### src/rtl/instr_issuer_pkg.sv
// Shared types for the instruction issuer: FSM encoding, instruction word,
// and SRM opcode field constants used to build test programs.
package instr_issuer_pkg;

  localparam int INSTR_W = 16;
  typedef logic [INSTR_W-1:0] instr_t;

  typedef enum logic [2:0] {
    ST_IDLE    = 3'd0,
    ST_LOAD    = 3'd1,
    ST_START   = 3'd2,
    ST_WAIT_LO = 3'd3,
    ST_WAIT_HI = 3'd4,
    ST_FIN     = 3'd5
  } state_t;

  // Field layout: opcode[15:13] op[12:11] Rn[10:8] Rd[7:5] sh[4:3] Rm[2:0]
  localparam logic [2:0] OPC_MOV = 3'b110;
  localparam logic [2:0] OPC_ALU = 3'b101;
  localparam logic [1:0] MOV_IMM = 2'b10;
  localparam logic [1:0] MOV_REG = 2'b00;
  localparam logic [1:0] ALU_ADD = 2'b00;
  localparam logic [1:0] ALU_CMP = 2'b01;
  localparam logic [1:0] ALU_AND = 2'b10;
  localparam logic [1:0] ALU_MVN = 2'b11;

  function automatic instr_t mk_mov_imm(input logic [2:0] rn, input logic [7:0] imm);
    return {OPC_MOV, MOV_IMM, rn, imm};
  endfunction

  function automatic instr_t mk_mov_reg(input logic [2:0] rd, input logic [1:0] sh,
                                        input logic [2:0] rm);
    return {OPC_MOV, MOV_REG, 3'b000, rd, sh, rm};
  endfunction

  function automatic instr_t mk_alu(input logic [1:0] op, input logic [2:0] rn,
                                    input logic [2:0] rd, input logic [1:0] sh,
                                    input logic [2:0] rm);
    return {OPC_ALU, op, rn, rd, sh, rm};
  endfunction

endpackage

### src/rtl/instr_issuer_if.sv
// Instruction/handshake bundle between the issuer (master) and the SRM cpu (slave).
interface instr_issuer_if;
  import instr_issuer_pkg::*;

  instr_t     cpu_in;
  logic       cpu_load;
  logic       cpu_s;
  logic       cpu_w;
  logic [2:0] cpu_nvz;

  modport master (
    output cpu_in,
    output cpu_load,
    output cpu_s,
    input  cpu_w,
    input  cpu_nvz
  );

  modport slave (
    input  cpu_in,
    input  cpu_load,
    input  cpu_s,
    output cpu_w,
    output cpu_nvz
  );

endinterface

### src/rtl/instr_issuer_ram.sv
// Program store: 2**AW x 16 words, synchronous write, asynchronous read.
// Contents are deliberately not reset so a loaded program survives a reset.
module issuer_ram
  import instr_issuer_pkg::*;
#(
  parameter int AW = 4
) (
  input  logic          clk,
  input  logic          we,
  input  logic [AW-1:0] waddr,
  input  instr_t        wdata,
  input  logic [AW-1:0] raddr,
  output instr_t        rdata
);

  instr_t mem [2**AW];

  always_ff @(posedge clk) begin
    if (we) begin
      mem[waddr] <= wdata;
    end
  end

  assign rdata = mem[raddr];

endmodule

### src/rtl/instr_issuer.sv
// Issues a stored program to the SRM cpu one instruction at a time using the
// load / s / w handshake, capturing flags per instruction and flagging a hung cpu.
module instr_issuer
  import instr_issuer_pkg::*;
#(
  parameter int AW      = 4,
  parameter int TIMEOUT = 64
) (
  input  logic          clk,
  input  logic          reset,
  input  logic          prog_we,
  input  logic [AW-1:0] prog_addr,
  input  instr_t        prog_data,
  input  logic [AW:0]   prog_len,
  input  logic          go,
  instr_issuer_if.master cpu,
  output logic          busy,
  output logic          done,
  output logic          err,
  output logic [AW-1:0] pc,
  output logic [2:0]    last_nvz
);

  localparam int              CW      = $clog2(TIMEOUT + 1);
  localparam logic [CW-1:0]   TO_LAST = CW'(TIMEOUT - 1);
  localparam logic [AW:0]     LEN_ONE = (AW+1)'(1);

  state_t        state_reg, state_next;
  logic [AW:0]   len_reg;
  logic [AW-1:0] pc_reg;
  logic [CW-1:0] tmo_reg;
  logic          err_reg;
  logic [2:0]    nvz_reg;
  instr_t        in_reg;
  instr_t        ram_rdata;
  logic          ram_we;
  logic          last_instr;
  logic          tmo_hit;

  // The program may only be edited while no run is in flight.
  assign ram_we = prog_we && (state_reg == ST_IDLE);

  issuer_ram #(.AW(AW)) u_ram (
    .clk   (clk),
    .we    (ram_we),
    .waddr (prog_addr),
    .wdata (prog_data),
    .raddr (pc_reg),
    .rdata (ram_rdata)
  );

  assign last_instr = ({1'b0, pc_reg} == (len_reg - LEN_ONE));
  assign tmo_hit    = (tmo_reg == TO_LAST);

  always_comb begin
    state_next = state_reg;
    case (state_reg)
      ST_IDLE: begin
        if (go) begin
          state_next = (prog_len == '0) ? ST_FIN : ST_LOAD;
        end
      end
      ST_LOAD:  state_next = ST_START;
      ST_START: state_next = ST_WAIT_LO;
      ST_WAIT_LO: begin
        if (!cpu.cpu_w) begin
          state_next = ST_WAIT_HI;
        end else if (tmo_hit) begin
          state_next = ST_FIN;
        end
      end
      ST_WAIT_HI: begin
        if (cpu.cpu_w) begin
          state_next = last_instr ? ST_FIN : ST_LOAD;
        end else if (tmo_hit) begin
          state_next = ST_FIN;
        end
      end
      ST_FIN:  state_next = ST_IDLE;
      default: state_next = ST_IDLE;
    endcase
  end

  always_ff @(posedge clk or negedge reset) begin
    if (!reset) begin
      state_reg <= ST_IDLE;
      len_reg   <= '0;
      pc_reg    <= '0;
      tmo_reg   <= '0;
      err_reg   <= 1'b0;
      nvz_reg   <= '0;
      in_reg    <= '0;
    end else begin
      state_reg <= state_next;

      // Counter restarts on every state change, so it measures time spent in one wait phase.
      if (state_next != state_reg) begin
        tmo_reg <= '0;
      end else if ((state_reg == ST_WAIT_LO) || (state_reg == ST_WAIT_HI)) begin
        tmo_reg <= tmo_reg + CW'(1);
      end

      case (state_reg)
        ST_IDLE: begin
          if (go) begin
            len_reg <= prog_len;
            err_reg <= 1'b0;
            pc_reg  <= '0;
          end
        end
        ST_LOAD: begin
          in_reg <= ram_rdata;
        end
        ST_WAIT_LO: begin
          if (cpu.cpu_w && tmo_hit) begin
            err_reg <= 1'b1;
          end
        end
        ST_WAIT_HI: begin
          if (cpu.cpu_w) begin
            nvz_reg <= cpu.cpu_nvz;
            if (!last_instr) begin
              pc_reg <= pc_reg + AW'(1);
            end
          end else if (tmo_hit) begin
            err_reg <= 1'b1;
          end
        end
        default: begin
        end
      endcase
    end
  end

  // The word is presented straight from RAM during LOAD and held from in_reg afterwards.
  assign cpu.cpu_in   = (state_reg == ST_LOAD) ? ram_rdata : in_reg;
  assign cpu.cpu_load = (state_reg == ST_LOAD);
  assign cpu.cpu_s    = (state_reg == ST_START);

  assign busy     = (state_reg != ST_IDLE);
  assign done     = (state_reg == ST_FIN);
  assign err      = err_reg;
  assign pc       = pc_reg;
  assign last_nvz = nvz_reg;

endmodule
### src/flat_wrapper.sv
// flat-port wrapper written by rule: the top's interface ports become plain ports
module instr_issuer_flat import instr_issuer_pkg::*;
#(
  parameter int AW      = 4,
  parameter int TIMEOUT = 64
)
  (clk, reset, prog_we, prog_addr, prog_data, prog_len, go, busy, done, err, pc, last_nvz, cpu_cpu_in, cpu_cpu_load, cpu_cpu_s, cpu_cpu_w, cpu_cpu_nvz);
  instr_issuer_if cpu_i ();
  input  logic clk;
  input  logic reset;
  input  logic prog_we;
  input  logic [AW-1:0] prog_addr;
  input  instr_t prog_data;
  input  logic [AW:0] prog_len;
  input  logic go;
  output logic busy;
  output logic done;
  output logic err;
  output logic [AW-1:0] pc;
  output logic [2:0] last_nvz;
  output wire logic [$bits(cpu_i.cpu_in)-1:0] cpu_cpu_in;
  output wire logic [$bits(cpu_i.cpu_load)-1:0] cpu_cpu_load;
  output wire logic [$bits(cpu_i.cpu_s)-1:0] cpu_cpu_s;
  input wire logic [$bits(cpu_i.cpu_w)-1:0] cpu_cpu_w;
  input wire logic [$bits(cpu_i.cpu_nvz)-1:0] cpu_cpu_nvz;
  assign cpu_cpu_in = cpu_i.cpu_in;
  assign cpu_cpu_load = cpu_i.cpu_load;
  assign cpu_cpu_s = cpu_i.cpu_s;
  assign cpu_i.cpu_w = cpu_cpu_w;
  assign cpu_i.cpu_nvz = cpu_cpu_nvz;
  instr_issuer #(.AW(AW), .TIMEOUT(TIMEOUT)) u_core (.clk(clk), .reset(reset), .prog_we(prog_we), .prog_addr(prog_addr), .prog_data(prog_data), .prog_len(prog_len), .go(go), .cpu(cpu_i), .busy(busy), .done(done), .err(err), .pc(pc), .last_nvz(last_nvz));
endmodule
### config.mk
export PLATFORM = sky130hd
export DESIGN_NAME = instr_issuer_flat
export DESIGN_NICKNAME = d
export VERILOG_FILES = /design/src/rtl/instr_issuer_pkg.sv /design/src/rtl/instr_issuer_if.sv /design/src/rtl/instr_issuer_ram.sv /design/src/rtl/instr_issuer.sv /design/src/flat_wrapper.sv
export SDC_FILE = /design/constraint.sdc
export NUM_CORES = 1
export LEC_CHECK = 0
export ABC_AREA = 1
export CAP_MARGIN = 20
export CORE_MARGIN = 4
export CORE_UTILIZATION = 54
export CTS_BUF_LIST = sky130_fd_sc_hd__clkbuf_2 sky130_fd_sc_hd__clkbuf_4 sky130_fd_sc_hd__clkbuf_8
export DETAILED_ROUTE_END_ITERATION = 12
export PLACE_DENSITY = 0.73
export SLEW_MARGIN = 20
export SYNTH_ARGS = -nofsm -noshare
export SYNTH_HDL_FRONTEND = slang
export SYNTH_SLANG_ARGS = --single-unit
### constraint.sdc
create_clock -name clk -period 2.86 [get_ports clk]
set_input_delay 0.572 -clock clk [delete_from_list [all_inputs] [get_ports clk]]
set_output_delay 0.572 -clock clk [all_outputs]
set_load 0.05 [all_outputs]
==> results of run 1 <==
[synthesized netlist by cell type]
cell type / n / area (sq um)
nand2_1: 449 / 1690
edfxtp_1: 256 / 7690
nand3_1: 209 / 1050
dfrtp_1: 39 / 976
nor2_1: 32 / 120
inv_1: 28 / 105
buf_2: 27 / 135
buf_4: 16 / 120
buf_1: 8 / 30.0
inv_2: 7 / 26.3
nor2_2: 7 / 43.8
o21ai_0: 6 / 30.0
xor2_1: 6 / 52.6
clkbuf_1: 5 / 18.8
nand3_2: 5 / 50.1
nand4_1: 5 / 31.3
ha_1: 3 / 37.5
nand2_2: 3 / 18.8
nor3_1: 3 / 15.0
a21oi_1: 2 / 10.0
xnor2_1: 2 / 17.5
a31oi_1: 1 / 6.26
nand2_4: 1 / 11.3
nor2_4: 1 / 11.3
nor3_2: 1 / 10.0
o21a_1: 1 / 7.51
o21bai_1: 1 / 7.51
o22ai_1: 1 / 6.26
or2_2: 1 / 6.26
[cells in the final DEF, fill, tap and decap left out, types with 11 or more instances in the layout]
master	n
nor2_1	16
dfrtp_1	37
buf_8	17
clkbuf_8	49
clkinv_1	11
nand3_2	22
nor2_2	23
clkbuf_4	15
clkdlybuf4s50_1	38
edfxtp_1	256
nand3_1	192
nand2_1	415
inv_1	27
nand2_2	37
buf_4	37
[per-layer routing]
metal | routed length, um | global-route usage, %
met3 | 3150 | 6.60
met5 | 45 | 0
met1 | 12600 | 31.7
met4 | 687 | 7.38
met2 | 15000 | 38.4
[power by group]
group	internal, mW	total [mW]	switching, mW	leakage, nW
logic	1.67	4.47	2.80	2.68
clock network	1.78	3.41	1.62	0.464
registers	4.96	5.11	0.155	2.80
[how the worst max path moves through the flow]
stage / to / cells past startpoint / slack (ns)
5_1_grt: cpu_cpu_in[11] / 12 / -0.17
6_report: cpu_cpu_in[9] / 11 / -0.06
4_1_cts: cpu_cpu_in[8] / 12 / -0.05
2_1_floorplan: cpu_cpu_in[13] / 11 / 0.34
3_5_place_dp: cpu_cpu_in[15] / 10 / 0.30
3_3_place_gp: cpu_cpu_in[15] / 10 / 0.34
[worst max-delay path: stages, from the launching register on]
cell and delay (ns):
dfrtp_4 0.50, buf_12 0.22, buf_16 0.18, nand2_1 0.09
nand3_2 0.10, nand3_1 0.09, nand2_1 0.10, nand2_1 0.05
nand2_1 0.09, nand2_1 0.09, nand2_2 0.12, buf_8 0.15
[cell families after synthesis]
kind of cell,Yosys count,share of synthesized area [%]
xor+xnor,8,0.569
fa+ha+maj,3,0.305
compound gates,12,0.548
flops,295,70.3
simple gates,717,24.7
buf+inv,91,3.53
[metrics by stage]
stage | setup WS [ns] | hold WS, ns | TNS, ns | instances | total power, mW
floorplan | 0.335 | 0.276 | 0 | 1126 | 7.60
global placement | 0.340 | 0.464 | 0 | 1455 | 8.52
global route | -0.166 | 0.518 | -2.23 | 1560 | 13.6
finish | -0.0623 | 0.488 | -0.324 | 1560 | 13.0
detailed placement | 0.302 | 0.466 | 0 | 1455 | 8.56
CTS | -0.0501 | 0.473 | -0.475 | 1553 | 12.7
[layout make-up]
class	instances	share of cell area [%]
clock buffer	64	5.22
clock inverter	16	0.581
inverter	35	0.955
multi-input combinational	740	22.8
sequential	295	57.5
tap	285	2.37
timing repair buffer	124	10.5
timing repair inverter	1	0.0581
[what timing repair did]
item / CTS / global route
hold buffers: 1 / 0
gates cloned: 8 / 7
endpoints found under the setup margin: 17 / 18
pin swaps: 3 / 8
resized for setup: 71 / 31
buffers inserted: 9 / 1
hold endpoints to repair: 21 / 0
==> metrics.log, run 1 <==
INFO  metric yosysSeqAreaShare = 70.3%
INFO  metric portBuffers = 60
INFO  metric design.final.nets = 1,282
INFO  metric clkLatencyLatePin = 0.57 ns
INFO  metric clkSlewWorstSetupHoldPaths = 0.07 ns
INFO  metric vdd_ir_drop_max = 0.565 mV
INFO  metric clock_root_buffer = clkbuf_8
INFO  metric crit_path_start_kind = register
INFO  metric number_of_remaining_drc_errors = 0
INFO  metric multiInputGateArea = 0.00343 sq mm
INFO  metric rsz0062_at_grt = true
INFO  metric first_global_vias = 8,525
INFO  metric die_width = 159 um
INFO  metric layout.filler_cells = 1,637
INFO  metric layout-area-overhead-vs-synth = 22.3%
INFO  metric total_die_area = 0.0253 sq mm
INFO  metric post_route_cells_drive_above_1_share = 19.5%
INFO  metric reg2reg_to = u_core.u_ram.mem[7][1]$_DFFE_PP_
INFO  metric grt_overflow_total = 0
INFO  metric grt_use_total = 23.8%
INFO  metric post_layout_minimum_cycle_time = 2.92 ns
INFO  metric worstPathArrival = 2.35 ns
INFO  metric route.detailed.wl_per_inst = 20.2 um
INFO  metric worstRegToRegCells = 7
INFO  metric ctsLongestPathBuffers = 3
INFO  metric setup-violations-final = 13
INFO  metric first_iter_violations = 794
INFO  metric average_cell_area_after_synthesis = 10.9 sq um
INFO  metric p_leak = 5.94 nW
INFO  metric final_min_period_over_clock_period = 102%
INFO  metric cp-end-kind = primary output
INFO  metric numCtsBuffers = 49
INFO  metric core_area = 0.0226 sq mm
INFO  metric detailedRoute.firstPassIterationCount = 6
INFO  metric crit_path_kind = register to primary output
INFO  metric netlist_area = 0.0123 sq mm
INFO  metric maximum_number_of_pins_on_one_net_before_global_route_repair = 40
INFO  metric antenna_left = 0
INFO  metric largest_register_ff_count = 256
INFO  metric die-height = 159 um
INFO  metric whs_path_depth = 2
INFO  metric post-route-cell-area = 0.0151 sq mm
INFO  metric grt_antenna_before_repair = 3
INFO  metric failed_checks = negative setup slack
INFO  metric max_freq = 0.342 GHz
INFO  metric boundaryPins = 61
INFO  metric finalHoldViolations = 0
INFO  metric crit-reg2reg-launch = u_core.state_reg[1]$_DFF_PN0_
INFO  metric antenna_diode_instance_count = 0
INFO  metric worst_slew_pin_slew = 0.697 ns
INFO  metric drv_slew = 0
INFO  metric detail_route.wirelength = 31,500 um
INFO  metric synthDistinctLibCells = 29
INFO  metric start_util = 54.6%
INFO  metric hp-start = u_core.last_nvz[1]$_DFFE_PN0P_
INFO  metric synthesis.yosys.warnings = 0
INFO  metric dpl.hpwl = 17,100 um
INFO  metric worst_ep_required_time = 2.29 ns
INFO  metric number_of_standard_cells_after_synthesis = 1,126
INFO  metric crit_start = u_core.pc[0]$_DFFE_PN0P_
INFO  metric gp_congestion = 0.860
INFO  metric worst_slack = -0.0623 ns
INFO  metric worstHoldPathType = register to register
INFO  metric postPlaceCellArea = 0.0134 sq mm
INFO  metric detailroute.via_count = 8,884
INFO  metric run_status = finished with violations
INFO  metric synthesis.nets = 1,162
INFO  metric maxCapViolations = 0
INFO  metric cts.sink_count = 295
INFO  metric utilization_of_the_core_after_routing = 66.8%
INFO  metric max-slew-margin-rel = 53.4%
INFO  metric via_per_inst = 5.69
INFO  metric crit_path_max_fanout = 17
INFO  metric clock_skew = 0.0138 ns
INFO  metric regArea = 0.00867 sq mm
INFO  metric grt_first_pass_wirelength = 47,300 um
INFO  metric hold_path_end = u_core.last_nvz[1]$_DFFE_PN0P_
INFO  metric htreeDepth = 2
INFO  metric power_density = 862 mW/mm^2
INFO  metric rrSetupSlack = 0.73 ns
INFO  metric cts_tree = yes
INFO  metric rows = 55
INFO  metric post_synthesis_register_bit_count = 295
No activity file was read; power rests on OpenSTA's default activity.
==> run 2: changes to the inputs <==
--- a/config.mk
+++ b/config.mk
@@ -11,6 +11,7 @@
 export CORE_UTILIZATION = 54
 export CTS_BUF_LIST = sky130_fd_sc_hd__clkbuf_2 sky130_fd_sc_hd__clkbuf_4 sky130_fd_sc_hd__clkbuf_8
 export DETAILED_ROUTE_END_ITERATION = 12
+export GPL_ROUTABILITY_DRIVEN = 0
 export PLACE_DENSITY = 0.73
 export SLEW_MARGIN = 20
 export SYNTH_ARGS = -nofsm -noshare
==> results of run 2 <==
The final DEF is identical to that of run 1; final timing and power are the same.
==> run 3: changes to the inputs <==
--- a/config.mk
+++ b/config.mk
@@ -7,7 +7,7 @@
 export LEC_CHECK = 0
 export ABC_AREA = 1
 export CAP_MARGIN = 20
-export CORE_MARGIN = 4
+export CORE_MARGIN = 1
 export CORE_UTILIZATION = 54
 export CTS_BUF_LIST = sky130_fd_sc_hd__clkbuf_2 sky130_fd_sc_hd__clkbuf_4 sky130_fd_sc_hd__clkbuf_8
 export DETAILED_ROUTE_END_ITERATION = 12
==> run 3 against run 2 <==
Net effect: the run still ends with negative setup slack left; maximum frequency shrank 3.1%; cell area grew 6.2%; count of clock-buffer cells in the layout shrank 4; final cell count grew 2.7%; first-iteration DRC count grew 30%; via count grew 7.7%; critical path depth grew 1; die area shrank 7.4%; global-route usage grew 5.0 points; register-to-register slack lost 0.65 ns; wire length grew 12%; highest routed layer is now met4.
==> metrics.log, run 3 (synthesized netlist as in run 1, its figures left out) <==
INFO  metric run_status = finished with violations
INFO  metric failed_checks = negative setup slack
INFO  metric cts.sink_count = 295 (unchanged)
INFO  metric worst_ep_required_time = 2.29 ns (about the same)
INFO  metric portBuffers = 60 (unchanged)
INFO  metric design.final.nets = 1,320 (+3.0%)
INFO  metric grt_use_total = 28.7% (+5.0 points)
INFO  metric worstHoldPathType = input port to asynchronous set/reset pin
INFO  metric grt_antenna_before_repair = 0 (-3)
INFO  metric maximum_number_of_pins_on_one_net_before_global_route_repair = 70 (+75%)
INFO  metric setup-violations-final = 16 (+3)
INFO  metric route.detailed.wl_per_inst = 22.1 um (+9.2%)
INFO  metric multiInputGateArea = 0.00373 sq mm (+8.5%)
INFO  metric ctsLongestPathBuffers = 3 (unchanged)
INFO  metric grt_overflow_total = 0 (unchanged)
INFO  metric worst_slew_pin_slew = 0.878 ns (+0.181 ns)
INFO  metric crit_path_start_kind = register
INFO  metric die_width = 153 um (-3.8%)
INFO  metric post_route_cells_drive_above_1_share = 27.5% (+8.0 points)
INFO  metric vdd_ir_drop_max = 0.603 mV (+6.8%)
INFO  metric number_of_remaining_drc_errors = 0 (unchanged)
INFO  metric boundaryPins = 61 (unchanged)
INFO  metric crit_path_kind = register to primary output
INFO  metric clock_skew = 0.0193 ns (+0.00555 ns)
INFO  metric start_util = 55.8% (+1.2 points)
INFO  metric antenna_left = 0 (unchanged)
INFO  metric power_density = 888 mW/mm^2 (+3.0%)
INFO  metric met3_length = 3480 um (+11%)
INFO  metric max-slew-margin-rel = 41.5% (-12 points)
INFO  metric antenna_diode_instance_count = 0 (unchanged)
INFO  metric drv_slew = 0 (unchanged)
INFO  metric detailroute.via_count = 9,565 (+7.7%)
INFO  metric die-height = 153 um (-3.8%)
INFO  metric detailedRoute.firstPassIterationCount = 7 (+1)
INFO  metric regArea = 0.00867 sq mm (unchanged)
INFO  metric crit_path_max_fanout = 8 (-9)
INFO  metric core_area = 0.0221 sq mm (-2.1%)
INFO  metric finalHoldViolations = 0 (unchanged)
INFO  metric layout.filler_cells = 1,366 (-17%)
INFO  metric rsz0062_at_grt = true
INFO  metric ctsHoldBuffers = 0 (-1)
INFO  metric top_signal_layer_used = met4
INFO  metric cts_tree = yes
INFO  metric via_per_inst = 5.97 (+4.8%)
INFO  metric worst_slack = -0.154 ns (-0.0921 ns)
INFO  metric first_iter_violations = 1,033 (+30%)
INFO  metric clkLatencyLatePin = 0.58 ns (about the same)
INFO  metric final_min_period_over_clock_period = 105% (+3.2 points)
INFO  metric layout-area-overhead-vs-synth = 29.9%
INFO  metric numCtsBuffers = 47 (-4.1%)
INFO  metric htreeDepth = 2 (unchanged)
INFO  metric dpl.hpwl = 16,900 um (-1.2%)
INFO  metric utilization_of_the_core_after_routing = 72.4% (+5.7 points)
INFO  metric clock_root_buffer = clkbuf_8
INFO  metric cp-end-kind = primary output
INFO  metric max_freq = 0.332 GHz (-3.1%)
INFO  metric mostFrequentLayoutCell = nand2_1
INFO  metric largest_register_ff_count = 256 (unchanged)
INFO  metric place_inst = 1,456 (+0.069%)
INFO  metric first_global_vias = 9,181 (+7.7%)
INFO  metric worstPathArrival = 2.44 ns (+0.09 ns)
INFO  metric maxCapViolations = 0 (unchanged)
INFO  metric grt_first_pass_wirelength = 50,700 um (+7.3%)
INFO  metric clkSlewWorstSetupHoldPaths = 0.07 ns (about the same)
INFO  metric p_leak = 6.40 nW (+7.7%)
INFO  metric post_layout_minimum_cycle_time = 3.01 ns (+0.0921 ns)
INFO  metric rows = 54 (-1.8%)
INFO  metric layoutNonFillerInstCount = 1,602 (+2.7%)
INFO  metric detail_route.wirelength = 35,400 um (+12%)
INFO  metric drt-met1-wl = 13,100 um (+4.0%)
INFO  metric wl_met2 = 17,500 um (+17%)
INFO  metric report.power.total = 14.2 mW (+9.4%)
INFO  metric total_die_area = 0.0234 sq mm (-7.4%)
INFO  metric hold_ws = 0.115 ns (-0.373 ns)
INFO  metric mostFrequentLayoutCells = 368 x nand2_1, 256 x edfxtp_1, 167 x nand3_1
## run 3: stage by stage
stage	setup TNS [ns]	worst slack, ns	area (sq um)
finish	-1.51	-0.154	16000
global route	-2.53	-0.230	16000
CTS	-0.541	-0.0518	15300
detailed placement	0	0.373	13400
global placement	0	0.405	13400
floorplan	0	0.335	12300
## run 3: worst max-delay path, cell delays in order, from the launching register on
cell and delay, ns:
dfrtp_4 0.53, buf_12 0.16, buf_16 0.15, clkbuf_16 0.17, nand2_1 0.08, nand3_1 0.09
nand3_1 0.11, nand2_1 0.06, nand2_1 0.11, nand2_4 0.09, nand2_2 0.06, nand2_2 0.07
buf_8 0.15
## run 3: what timing repair did
item	CTS	global route
pin swaps	34	77
hold endpoints to repair	0	0
cloned	17	8
resized for setup	100	105
setup buffers	24	11
setup endpoints to repair	17	19
## run 3: final cells by class
cell class / instances / area share, %
repair inverters: 1 / 0.0547
clock buffers: 60 / 4.77
inverters: 35 / 0.915
multi-input cells: 740 / 23.3
repair buffers: 164 / 13.6
flip-flops and latches: 295 / 54.2
well taps: 280 / 2.19
clock inverters: 27 / 1.07
## run 3: power by group
group          internal, mW  switching (mW)  total, mW
clock network          1.93            1.70       3.63
logic                  2.26            3.20       5.47
registers              4.95           0.160       5.11
## run 3: path summary, 6_finish.rpt
kind / startpoint / to / slack, ns / cells after the start
max: u_core.pc[0]$_DFFE_PN0P_ / cpu_cpu_in[6] / -0.15 / 12
min reg2reg: u_core.last_nvz[0]$_DFFE_PN0P_ / u_core.last_nvz[0]$_DFFE_PN0P_ / 0.48 / 2
min in group clk: u_core.last_nvz[0]$_DFFE_PN0P_ / u_core.last_nvz[0]$_DFFE_PN0P_ / 0.48 / 2
min: reset / u_core.in_reg[10]$_DFF_PN0_ / 0.12 / 1
max in group asynchronous: reset / u_core.pc[0]$_DFFE_PN0P_ / 2.11 / 1
max reg2reg: u_core.pc[0]$_DFFE_PN0P_ / u_core.in_reg[14]$_DFF_PN0_ / 0.08 / 19
## run 3: routing by layer
| layer | track usage, % | vias to the layer above |
|---|---|---|
| met2 | 47.6 | 597 |
| met4 | 9.67 | 0 |
| met5 | 0 | - |
| met3 | 5.10 | 98 |
| met1 | 38.5 | 4700 |
| li1 | - | 4170 |
